File: config.mk
export PLATFORM = sky130hd
export DESIGN_NAME = warmboot_ctrl
export DESIGN_NICKNAME = d
export VERILOG_FILES = /design/src/rtl/warmboot_ctrl.sv
export SDC_FILE = /design/constraint.sdc
export NUM_CORES = 1
export LEC_CHECK = 0
export CAP_MARGIN = 10
export CORE_UTILIZATION = 30
export DETAILED_ROUTE_END_ITERATION = 6
export PLACE_DENSITY = 0.45
export SLEW_MARGIN = 10
export SYNTH_ARGS = -nofsm -noshare
export SYNTH_HDL_FRONTEND = slang
export SYNTH_SLANG_ARGS = --single-unit
File: constraint.sdc
create_clock -name clk -period 2.6 [get_ports clk]
set_input_delay 0.65 -clock clk [delete_from_list [all_inputs] [get_ports clk]]
set_output_delay 0.65 -clock clk [all_outputs]
set_load 0.05 [all_outputs]
File: src/rtl/warmboot_ctrl.sv
// Sequencer for the iCE40 SB_WARMBOOT primitive: button or timed request,
// S1/S0 setup window, BOOT pulse, then lockout until reset.
module warmboot_ctrl #(
  parameter int DEBOUNCE_LOG2    = 16,
  parameter int AUTO_LOG2        = 22,
  parameter int AUTO_TICKS       = 15,
  parameter int SETUP_CYCLES     = 4,
  parameter int BOOT_HOLD_CYCLES = 8
) (
  input  logic       clk,
  input  logic       rst,
  input  logic       btn,
  input  logic [1:0] btn_sel,
  input  logic       auto_en,
  input  logic [1:0] auto_image,
  output logic       boot,
  output logic       s1,
  output logic       s0,
  output logic       busy,
  output logic       done,
  output logic       heartbeat
);

  localparam int MAXC = (SETUP_CYCLES > BOOT_HOLD_CYCLES) ?
                        SETUP_CYCLES : BOOT_HOLD_CYCLES;
  localparam int CW = $clog2(MAXC + 1);
  localparam logic [DEBOUNCE_LOG2-1:0] DB_MAX = '1;
  localparam logic [3:0] TICKS = 4'(AUTO_TICKS);

  typedef enum logic [1:0] {
    ST_IDLE, ST_SETUP, ST_FIRE, ST_DONE
  } state_t;

  logic [1:0]               r_sync;
  logic [DEBOUNCE_LOG2-1:0] r_db_cnt;
  logic                     r_stable;
  logic                     r_stable_d;
  logic [AUTO_LOG2-1:0]     r_timer;
  logic                     r_armed;
  logic                     r_hb;
  logic [3:0]               r_tcnt;
  state_t                   r_state;
  logic [CW-1:0]            r_cnt;
  logic [1:0]               r_img;
  logic                     r_boot;
  logic                     r_busy;
  logic                     r_done;

  logic                     w_btn_req;
  logic                     w_tick;
  logic                     w_auto_req;
  state_t                   w_state_nx;
  logic [CW-1:0]            w_cnt_nx;
  logic [1:0]               w_img_nx;

  assign w_btn_req  = r_stable & ~r_stable_d;
  assign w_tick     = r_armed && (r_timer == '0);
  assign w_auto_req = (r_tcnt == TICKS);

  always_ff @(posedge clk or posedge rst) begin
    if (rst) begin
      r_sync     <= 2'b00;
      r_db_cnt   <= '0;
      r_stable   <= 1'b0;
      r_stable_d <= 1'b0;
    end else begin
      r_sync     <= {r_sync[0], btn};
      r_stable_d <= r_stable;
      if (r_sync[1] == r_stable) begin
        r_db_cnt <= '0;
      end else if (r_db_cnt == DB_MAX) begin
        r_stable <= r_sync[1];
        r_db_cnt <= '0;
      end else begin
        r_db_cnt <= r_db_cnt + 1'b1;
      end
    end
  end

  // r_armed masks the timer==0 cycle right after reset
  always_ff @(posedge clk or posedge rst) begin
    if (rst) begin
      r_timer <= '0;
      r_armed <= 1'b0;
      r_hb    <= 1'b0;
      r_tcnt  <= 4'd0;
    end else begin
      r_timer <= r_timer + 1'b1;
      r_armed <= 1'b1;
      if (w_tick)
        r_hb <= ~r_hb;
      if (!auto_en)
        r_tcnt <= 4'd0;
      else if (w_tick && r_tcnt != TICKS)
        r_tcnt <= r_tcnt + 4'd1;
    end
  end

  always_comb begin
    w_state_nx = r_state;
    w_cnt_nx   = r_cnt;
    w_img_nx   = r_img;
    unique case (r_state)
      ST_IDLE: begin
        if (w_btn_req) begin
          w_img_nx   = btn_sel;
          w_state_nx = ST_SETUP;
          w_cnt_nx   = '0;
        end else if (w_auto_req) begin
          w_img_nx   = auto_image;
          w_state_nx = ST_SETUP;
          w_cnt_nx   = '0;
        end
      end
      ST_SETUP: begin
        if (r_cnt == CW'(SETUP_CYCLES - 1)) begin
          w_state_nx = ST_FIRE;
          w_cnt_nx   = '0;
        end else begin
          w_cnt_nx = r_cnt + 1'b1;
        end
      end
      ST_FIRE: begin
        if (r_cnt == CW'(BOOT_HOLD_CYCLES - 1)) begin
          w_state_nx = ST_DONE;
          w_cnt_nx   = '0;
        end else begin
          w_cnt_nx = r_cnt + 1'b1;
        end
      end
      ST_DONE: begin
        w_state_nx = ST_DONE;
      end
      default: begin
        w_state_nx = ST_IDLE;
      end
    endcase
  end

  // outputs are flops loaded from next state so they are glitch-free
  always_ff @(posedge clk or posedge rst) begin
    if (rst) begin
      r_state <= ST_IDLE;
      r_cnt   <= '0;
      r_img   <= 2'b00;
      r_boot  <= 1'b0;
      r_busy  <= 1'b0;
      r_done  <= 1'b0;
    end else begin
      r_state <= w_state_nx;
      r_cnt   <= w_cnt_nx;
      r_img   <= w_img_nx;
      r_boot  <= (w_state_nx == ST_FIRE);
      r_busy  <= (w_state_nx != ST_IDLE);
      r_done  <= (w_state_nx == ST_DONE);
    end
  end

  assign boot      = r_boot;
  assign s1        = r_img[1];
  assign s0        = r_img[0];
  assign busy      = r_busy;
  assign done      = r_done;
  assign heartbeat = r_hb;

endmodule

Yosys cells after proc, flatten, opt, wreduce, memory -nomap -nowiden
Index checks and enable logic that the tools add are counted.
Widths: inputs -> output; s select.
- input bits: 8
- register bits after elaboration: 59
- output and inout port bits: 6
- bitwise operators: 4
- eq/ne operators: 13
- multiplexer cells: 16
- $add $sub $neg: 4
- reduce and logical (&&, ||, !) cells: 10
- operators with widths (operator ; number):
    $mux 16 ; 2
    $mux 4 ; 6
    $add 22x1->22 const B ; 1
    $logic_not 22->1 ; 1
    $add 16x1->16 const B ; 1
    $eq 16x16->1 const B ; 1
    $mux 2 ; 6
    $pmux 4 s3 ; 1
    $add 4x1->4 const B ; 2
    $eq 2x2->1 const B ; 4
    $pmux 2 s4 ; 1
    $reduce_and 2->1 ; 3
    $eq 4x2->1 const B ; 1
    $eq 4x3->1 const B ; 1
    $eq 4x4->1 const B ; 1
    $ne 4x4->1 const B ; 1
    $reduce_bool 2->1 ; 2
    $ne 3x3->1 const B ; 1
    $not 1->1 ; 3
    $reduce_bool 3->1 ; 1
    $eq 2x1->1 const B ; 1
    $logic_and 1x1->1 ; 2
    $logic_not 2->1 ; 1
    $ne 2x1->1 const B ; 1
    other kinds (2) ; 2

Logic depth before layout (Yosys ltp)
Gate-level depths: netlist of run 1.
- depth in word-level cells: 5
- gate-level depth with buffers: 6

Least setup slack after synthesis of run 1
Ideal clock, no wire load.
- path type: reg2reg
- start point: register r_cnt[0]
- end point: register r_boot (netlist: boot)
- arrival: 1.667 ns
- path slack: 0.867 ns
- stages on the path, launching flop included: 6
- buffers on the path: 0
- cells stage by stage: dfrtp_1 ha_1 or3b_1 a2111o_1 a21oi_2 and2_1
- word-level cells in the longest chain between the ends: 4
- elaborated cells between the ends (all ways): 6
- those cells by class: 3 x eq/ne; 3 x mux
- RTL lines (element ; RTL line ; RTL):
    start: declaration ; 43 ; logic [CW-1:0] r_cnt;
    start signal: assignment ; 151 ; r_cnt <= w_cnt_nx;
    $eq 4x3->1 / $eq 4x2->1 (equally long branches) ; 124, 116 ;
    $mux 2, on equally long branches ; 124, 116 ;
    $pmux 2 s4 (*) ; 103 ; unique case (r_state)
    $eq 2x2->1 (*) ; 153 ; r_boot <= (w_state_nx == ST_FIRE);
    end signal: assignment ; 153 ;
    end: declaration ; 45 ; logic r_boot;
Every way passes the cells marked *; elsewhere a longest branch is shown, timed or not.
A chain may end at the register's enable or synchronous reset.

Worst setup path after layout of run 1
- start point: register r_hb (netlist: heartbeat)
- end point: output port heartbeat
- RTL lines (element ; RTL line ; RTL):
    start: declaration ; 40 ; logic r_hb;
    start signal: assignment ; 91 ; r_hb <= ~r_hb;
    end: declaration ; 21 ; output logic heartbeat
No word-level cell between the ends.

==> flow_summary_export.csv, run 1 <==
group,metric,value,unit
layout,mostFrequentLayoutCells,"dfrtp_1 (59), nor2_1 (29), xnor2_1 (25)",
critical_path,rr_worst_depth,5,
timing,fmax,465,MHz
critical_path,worstSetupPathType,"flop to primary output",
timing,fin_crit_sh,82.7,%
pwr,power_density,661,nW/um^2
critical_path,endpoint_kind,"primary output",
die,num_rows,35,
timing,slew_viol_final,0,
layout,finalNonFillerCells,404,
pwr,p_leak,0.00141,uW
run,cap_violations,0,
die,die_w,99.2,um
clock_tree,cts_tree,"done",
layout,diodes,0,
layout,seq_area,1480,um^2
clock_tree,root_buffer,"clkbuf_8",
pwr,power_frac_comb,20.3,%
global_routing,grt.total_usage,12.2,%
critical_path,max_stage_delay,0.80,ns
timing,finalHoldViolations,0,
synthesis,synth.area.top_cells,"dfrtp_1 (52%), xnor2_1 (7.7%), ha_1 (4.9%), nor2_1 (3.8%), nand4_1 (3.1%)",
place,port_buffers,13,
timing,fin_skew,0.0109,ns
critical_path,crit_slowest_cell,"clkdlybuf4s50_1",
synthesis,synth_edf_count,0,
die,io_pins,14,
routing,initialDrtViolationCount,67,
routing,wirelength,5.38,mm
die,initial_core_util,30.8,%
global_routing,grt_max_degree,33,
critical_path,critPathTopFamily,"buffers and inverters",
routing,post_drt_wl_per_cell,13.3,um
die,core_area,9200,um^2
pwr,p_sw_share,31.1,%
clock_tree,cts.htree.levels,3,
clock_tree,post-cts-setup-buffers,0,
place,placedCellCount,389,
critical_path,r2r-end,"boot$_DFF_PP0_",
synthesis,synth_warnings,0,
routing,post_drt_via_cell_ratio,4.99,
place,dp_hpwl,3.66,mm
routing,ant_nets,0,
critical_path,path_max_fanout,2,
timing,min_period,2.15,ns
routing,dr.pass1.iters,4,
clock_tree,numCtsBuffers,9,
critical_path,crit_arrival,1.50,ns
synthesis,synth_area,2840,um^2
hold_path,worstHoldEndpoint,"r_sync[1]$_DFF_PP0_",
layout,final_layout_size_suffix_gt1_share,8.87,%
timing,rsz0062_at_grt,"false",
synthesis,yosysUniqueCellTypes,44,
pwr,p_int,1500,uW
synthesis,synth_ff_type,"dfrtp_1",
hold_path,hp-start,"r_sync[0]$_DFF_PP0_",
routing,drcViolationCount,0,
synthesis,synthCells,266,
synthesis,avgSynthCellArea,10.7,um^2
layout,fillers,939,
layout,fin_nets,308,
critical_path,required,1.95,ns
critical_path,r2r-start,"r_cnt[0]$_DFFE_PP0P_",
timing,setup_viol,0,
pwr,clkPwrFrac,33.5,%
die,fp.dieH,99.2,um
synthesis,synth_top_area_share,52.1,%
clock_tree,ctsResizeCount,0,
layout,mostFrequentLayoutCell,"dfrtp_1",
hold_path,min_path_cells,0,
timing,tns,0,ns
critical_path,cp_cell_sequence,"clkdlybuf4s50_1",
synthesis,yosysSeqAreaShare,52.1,%
timing,tightest_slew,0.727,ns
die,die-area,9850,um^2
pwr,p_switching,676,uW
clock_tree,clkTransAtPathRegs,0.08,ns
clock_tree,clockBufferDepth,2,
synthesis,ys_seq_elements,59,
place,place.gp.congestion,0.744,
routing,vias,2016,
outcome,status,"finished clean",
pwr,seqPwrFrac,46.2,%
synthesis,syn_nets,285,
clock_tree,ctsHoldBuffers,0,
critical_path,crit_buf_inv,1,
critical_path,crit_path_start_kind,"flop",
layout,syn_to_final_growth,15.9,%
critical_path,r2r_setup_slack,0.68,ns
pwr,ir_drop,0.207,mV
timing,max_slew_margin,51.1,%
synthesis,ys_async_sr_fraction,100,%
layout,multi_input_area,1290,um^2
synthesis,synth_area_leader_cell,"dfrtp_1",
hold_path,hp-class,"flop to flop",
global_routing,antenna_found_initial,0,
global_routing,grt_pass1_vias,1988,
global_routing,overflow,0,
clock_tree,worstSkewPairLatency,0.34,ns
clock_tree,clkSinkCount,59,
global_routing,grt_pass1_wl,9.43,mm
[power groups by stage]
stage          sequential [uW]  clock [uW]  combinational [uW]
2_1_floorplan             1070           0                 271
3_3_place_gp              1020           0                 448
3_5_place_dp              1020           0                 441
4_1_cts                   1000         763                 445
5_1_grt                   1010         801                 503
6_report                  1000         727                 441
[cells by family after synthesis]
logic type | count (synthesis) | synth area share, %
AOI/OAI and AO/OA | 27 | 6.57
xor gates and xnor gates | 35 | 10.8
adders and majority gates | 11 | 4.85
buffers and inverters | 17 | 2.34
DFF | 59 | 52.1
muxes | 3 | 1.10
other | 1 | 0.132
and+or+nand+nor | 113 | 22.1
[per-stage QoR]
stage	hold slack (ns)	util (%)	setup slack, ns	power, uW	cell area (um^2)
2_1_floorplan	0.331	-	0.494	1340	2840
3_3_place_gp	0.393	33.9	0.678	1470	3120
3_5_place_dp	0.375	33.9	0.676	1460	3120
4_1_cts	0.405	35.7	0.422	2210	3290
5_1_grt	0.402	35.7	0.373	2310	3290
6_report	0.399	35.7	0.450	2170	3290
[area by class of cell]
| cell class | instances | area share, % |
|---|---|---|
| well taps | 111 | 4.23 |
| multi-input cells | 190 | 39.4 |
| flip-flops and latches | 59 | 44.9 |
| clock buffers | 10 | 4.19 |
| repair buffers | 15 | 4.80 |
| clock inverters | 5 | 0.914 |
| inverters | 14 | 1.60 |
[synthesized netlist by cell type, types with 2 or more instances]
cell type	number
nand4_1	14
and2_1	2
a211oi_1	2
and4b_1	2
or4_1	2
o21ai_0	6
or3_1	2
dfrtp_1	59
buf_2	2
nor4_1	8
nor3_1	6
nor4b_1	3
nor2_1	29
a21oi_1	5
ha_1	11
mux2i_1	2
nand3_4	2
nand2b_1	4
xor2_1	10
a31oi_1	4
and3_1	5
inv_1	14
xnor2_1	25
nand2_1	15
nand3_1	13
[sequential cells by signal (all words and copies together), names as in the netlist]
name	cells
r_cnt	4
r_img	2
r_stable	1
heartbeat	1
r_sync	2
r_stable_d	1
r_timer	22
boot	1
r_tcnt	4
done	1
r_armed	1
r_db_cnt	16
r_state	2
busy	1
[per-layer routing]
metal / global-route usage [%] / routed length, um / vias to the layer above
li1: - / - / 992
met1: 16.1 / 2750 / 971
met2: 18.3 / 2300 / 42
met3: 3.09 / 194 / 11
met4: 6.45 / 132 / 0
met5: 0 / 0 / -
[how the worst max path moves through the flow]
stage | from | to | slack [ns] | depth (start not counted)
6_report | heartbeat$_DFFE_PP0P_ | heartbeat | 0.45 | 1
5_1_grt | heartbeat$_DFFE_PP0P_ | heartbeat | 0.37 | 1
4_1_cts | heartbeat$_DFFE_PP0P_ | heartbeat | 0.42 | 1
3_5_place_dp | r_tcnt[0]$_DFFE_PP0P_ | r_cnt[3]$_DFFE_PP0P_ | 0.68 | 5
3_3_place_gp | r_tcnt[0]$_DFFE_PP0P_ | r_cnt[3]$_DFFE_PP0P_ | 0.68 | 5
2_1_floorplan | rst | boot$_DFF_PP0_ | 0.49 | 1
(Power assumes the default switching activity.)
==> run 2, diff against run 1 <==
clock period = 2.2 ns   (was 2.6 ns; I/O delays follow)
==> run 2 against run 1 <==
  * Via count is 1.2% lower
  * Critical path depth unchanged
  * Count of clock-buffer cells in the layout unchanged
  * Register-to-register slack worse by 0.38 ns
  * Clock power grew 50%
  * Cell area up 2.1%
  * Critical path type unchanged
  * Largest cell class unchanged
==> flow_summary_export.csv, run 2 (synthesis gave the netlist of run 1 again) <==
group,metric,value,unit
outcome,status,"finished clean",
layout,mostFrequentLayoutCell,"dfrtp_1",
layout,largest-register,"r_timer",
run,cap_violations,0,
place,place.gp.congestion,0.751,
layout,finalNonFillerCells,407,
routing,initialDrtViolationCount,53,
pwr,power_density,834,nW/um^2
die,fp.dieH,99.2,um
critical_path,path_max_fanout,2,
critical_path,required,1.65,ns
global_routing,grt_pass1_wl,9.24,mm
clock_tree,post-cts-setup-buffers,0,
global_routing,grt.total_usage,12.0,%
timing,tns,0,ns
layout,syn_to_final_growth,18.4,%
routing,dr_wl_met3,194,um
critical_path,r2r_setup_slack,0.30,ns
die,die_w,99.2,um
routing,post_drt_via_cell_ratio,4.89,
hold_path,min_path_cells,0,
global_routing,antenna_found_initial,0,
hold_path,hp-class,"flop to flop",
timing,max_slew_margin,66.6,%
clock_tree,ctsResizeCount,0,
timing,tightest_slew,0.499,ns
clock_tree,numCtsBuffers,9,
clock_tree,clkTransAtPathRegs,0.07,ns
layout,largest_register_ffs,22,
layout,final_layout_size_suffix_gt1_share,9.80,%
clock_tree,worstSkewPairLatency,0.34,ns
global_routing,overflow,0,
timing,fin_skew,0.00809,ns
critical_path,endpoint_kind,"primary output",
global_routing,grt_pass1_vias,1993,
clock_tree,root_buffer,"clkbuf_8",
timing,min_period,2.05,ns
timing,setup_viol,0,
critical_path,cp_cell_sequence,"clkdlybuf4s50_1",
place,place_area,3140,um^2
layout,diodes,0,
critical_path,crit_slowest_cell,"clkdlybuf4s50_1",
timing,fin_crit_sh,93.0,%
critical_path,worstSetupPathType,"flop to primary output",
critical_path,rr_worst_depth,5,
global_routing,grt_max_degree,60,
layout,reg_top3,"r_timer x22, r_db_cnt x16",
routing,ant_nets,0,
routing,met2_length,2.25,mm
routing,drcViolationCount,0,
critical_path,critPathTopFamily,"buffers and inverters",
critical_path,crit_path_start_kind,"flop",
place,port_buffers,13,
critical_path,worstSetupStartpoint,"heartbeat$_DFFE_PP0P_",
pwr,ir_drop,0.262,mV
pwr,p_leak,0.00145,uW
critical_path,max_stage_delay,0.80,ns
layout,fin_nets,311,
place,dp_hpwl,3.54,mm
die,num_rows,35,
die,die-area,9850,um^2
critical_path,crit_buf_inv,1,
routing,wirelength,5.24,mm
layout,finalInstanceArea,3360,um^2
critical_path,crit_arrival,1.50,ns
timing,fmax,489,MHz
timing,slew_viol_final,0,
critical_path,r2r-end,"r_db_cnt[5]$_DFF_PP0_",
routing,dr.pass1.iters,4,
layout,mostFrequentLayoutCells,"dfrtp_1 (59), nor2_1 (29), xnor2_1 (25)",
clock_tree,clkSinkCount,59,
clock_tree,clockBufferDepth,2,
hold_path,worstHoldEndpoint,"r_sync[1]$_DFF_PP0_",
clock_tree,ctsHoldBuffers,0,
die,initial_core_util,30.8,%
clock_tree,cts.htree.levels,3,
pwr,totalPowerFinal,2800,uW
critical_path,r2r-start,"r_db_cnt[0]$_DFF_PP0_",
hold_path,hp-start,"r_sync[0]$_DFF_PP0_",
routing,vias,1991,
routing,wl_met1,2.66,mm
die,io_pins,14,
die,core_area,9200,um^2
routing,post_drt_wl_per_cell,12.9,um
timing,rsz0062_at_grt,"false",
timing,finalHoldViolations,0,
clock_tree,cts_tree,"done",
routing,dr.max_layer_used,"met4",
place,placedCellCount,392,
[run 2: worst max-delay path by stage]
stage,endpoint,cells after the start
floorplan,boot$_DFF_PP0_,1
global placement,boot$_DFF_PP0_,5
detailed placement,r_db_cnt[5]$_DFF_PP0_,5
CTS,s1,1
global route,s1,1
finish,heartbeat,1
[run 2: final cells by class]
type,instances,area [um^2]
flip-flops and latches,59,1480
clock buffers,10,138
multi-input cells,190,1290
well taps,111,139
fillers,921,5840
inverters,14,52.6
repair buffers,18,180
clock inverters,5,77.6
[run 2: per-layer routing]
metal	vias up	global-route usage, %
li1	995	-
met1	957	16.0
met2	28	17.4
met3	11	3.94
met4	0	6.22
met5	-	0
[run 2: through the flow]
step | utilization, % | setup WS, ns | hold slack [ns]
after floorplan | - | 0.194 | 0.331
final | 36.5 | 0.155 | 0.355
after global routing | 36.5 | 0.0985 | 0.372
after CTS | 36.5 | 0.133 | 0.359
after detailed placement | 34.2 | 0.330 | 0.341
after global placement | 34.2 | 0.311 | 0.339
[run 2: power by group]
part / switching [uW] / internal [uW] / total, uW
registers: 40.5 / 1140 / 1180
logic: 323 / 198 / 521
clock network: 436 / 658 / 1090
total: 800 / 2000 / 2800
==> run 3, diff against run 2 <==
REMOVE_ABC_BUFFERS = 1   (was default)
==> run 3 against run 2 <==
  * Combinational power barely moved
  * Clock power barely moved
  * Critical endpoint unchanged
  * Die area did not move
  * Core utilization rose by 0.20 points
  * Hold slack got worse by 0.0014 ns
  * Sequential cell count did not move
==> flow_summary_export.csv, run 3 (synthesis gave the netlist of run 1 again) <==
group,metric,value,unit
clock_tree,ctsHoldBuffers,0,
global_routing,overflow,0,
routing,initialDrtViolationCount,92,
clock_tree,cts_tree,"done",
outcome,status,"finished clean",
critical_path,critPathTopFamily,"buffers and inverters",
die,fp.dieH,99.2,um
layout,fin_nets,312,
global_routing,grt_pass1_vias,1934,
routing,dr.pass1.iters,4,
die,die_w,99.2,um
layout,reg_top3,"r_timer x22, r_db_cnt x16",
critical_path,endpoint_kind,"primary output",
critical_path,crit_path_start_kind,"flop",
place,port_buffers,13,
critical_path,crit_arrival,1.49,ns
layout,diodes,0,
global_routing,grt_max_degree,47,
layout,fillers,952,
hold_path,min_path_cells,0,
timing,fin_hold_ws,0.353,ns
critical_path,max_stage_delay,0.80,ns
place,place.gp.congestion,0.744,
timing,rsz0062_at_grt,"false",
critical_path,crit_slowest_cell,"clkdlybuf4s50_1",
layout,largest-register,"r_timer",
layout,largest_register_ffs,22,
global_routing,grt.total_usage,12.2,%
critical_path,r2r_setup_slack,0.29,ns
die,die-area,9850,um^2
die,io_pins,14,
timing,fmax,491,MHz
critical_path,worstSetupPathType,"flop to primary output",
pwr,ir_drop,0.435,mV
global_routing,antenna_found_initial,0,
routing,wirelength,5.22,mm
critical_path,r2r-end,"boot$_DFF_PP0_",
hold_path,worstHoldEndpoint,"r_sync[1]$_DFF_PP0_",
global_routing,grt_pass1_wl,9.25,mm
timing,slew_viol_final,0,
pwr,power_density,833,nW/um^2
critical_path,path_max_fanout,2,
layout,mostFrequentLayoutCells,"dfrtp_1 (59), nor2_1 (29), xnor2_1 (25)",
clock_tree,clkTransAtPathRegs,0.07,ns
timing,finalHoldViolations,0,
routing,ant_nets,0,
critical_path,required,1.65,ns
clock_tree,ctsResizeCount,0,
timing,tightest_slew,0.500,ns
timing,setup_viol,0,
clock_tree,cts.htree.levels,3,
layout,syn_to_final_growth,19.0,%
timing,fin_skew,0.00889,ns
die,core_area,9200,um^2
routing,post_drt_wl_per_cell,12.8,um
timing,min_period,2.04,ns
clock_tree,numCtsBuffers,9,
timing,max_slew_margin,66.6,%
hold_path,hp-start,"r_sync[0]$_DFF_PP0_",
clock_tree,clkSinkCount,59,
routing,vias,1951,
run,cap_violations,0,
clock_tree,root_buffer,"clkbuf_8",
place,placedCellCount,393,
routing,post_drt_via_cell_ratio,4.77,
clock_tree,post-cts-setup-buffers,0,
place,dp_hpwl,3.62,mm
timing,fin_crit_sh,92.6,%
clock_tree,worstSkewPairLatency,0.33,ns
hold_path,hp-class,"flop to flop",
critical_path,cp_cell_sequence,"clkdlybuf4s50_1",
critical_path,crit_buf_inv,1,
routing,drcViolationCount,0,
layout,finalNonFillerCells,409,
pwr,totalPowerFinal,2810,uW
clock_tree,clockBufferDepth,2,
die,num_rows,35,
layout,mostFrequentLayoutCell,"dfrtp_1",
die,initial_core_util,30.8,%
layout,final_layout_size_suffix_gt1_share,10.4,%
critical_path,r2r-start,"r_cnt[0]$_DFFE_PP0P_",
pwr,p_leak,0.00146,uW
timing,tns,0,ns
critical_path,rr_worst_depth,5,
-- run 3: cell types whose count changed in the layout (fill, tap and decap cells not counted), sizes merged --
cell      change
clkinvlp      +1
buf           +1
-- run 3: power breakdown --
group	internal, uW	total [uW]	leakage [uW]	switching [uW]
registers	1140	1180	0.000773	40.8
clock network	668	1110	0.000108	440
logic	200	520	0.000574	320
-- run 3: stage by stage --
stage | setup WS [ns] | area (um^2) | util [%]
2_1_floorplan | 0.194 | 2820 | -
6_report | 0.163 | 3380 | 36.7
5_1_grt | 0.0419 | 3380 | 36.7
3_3_place_gp | 0.305 | 3150 | 34.2
4_1_cts | 0.136 | 3380 | 36.7
3_5_place_dp | 0.288 | 3150 | 34.2
-- run 3: per-layer routing --
layer | routed length, um | share of wire, % | track usage [%] | vias to the layer above
met5 | 0 | 0 | 0 | -
met4 | 46 | 0.88 | 5.43 | 0
met3 | 161 | 3.1 | 4.01 | 2
met2 | 2310 | 44 | 17.8 | 23
met1 | 2700 | 52 | 16.3 | 933
li1 | - | - | - | 993
-- run 3: cell type report --
type / count / area, um^2 / area share [%]
clock inverter: 6 / 88.8 / 2.63
multi-input combinational: 190 / 1290 / 38.3
clock buffer: 10 / 138 / 4.08
sequential: 59 / 1480 / 43.7
timing repair buffer: 19 / 188 / 5.56
tap: 111 / 139 / 4.11
inverter: 14 / 52.6 / 1.56
-- run 3: worst max path at each step --
stage	start	end	slack (ns)	cells after the start
floorplan	rst	boot$_DFF_PP0_	0.19	1
global placement	r_cnt[0]$_DFFE_PP0P_	boot$_DFF_PP0_	0.30	5
detailed placement	r_cnt[0]$_DFFE_PP0P_	boot$_DFF_PP0_	0.29	5
CTS	heartbeat$_DFFE_PP0P_	heartbeat	0.14	1
global route	r_db_cnt[0]$_DFF_PP0_	r_db_cnt[7]$_DFF_PP0_	0.04	5
finish	heartbeat$_DFFE_PP0P_	heartbeat	0.16	1
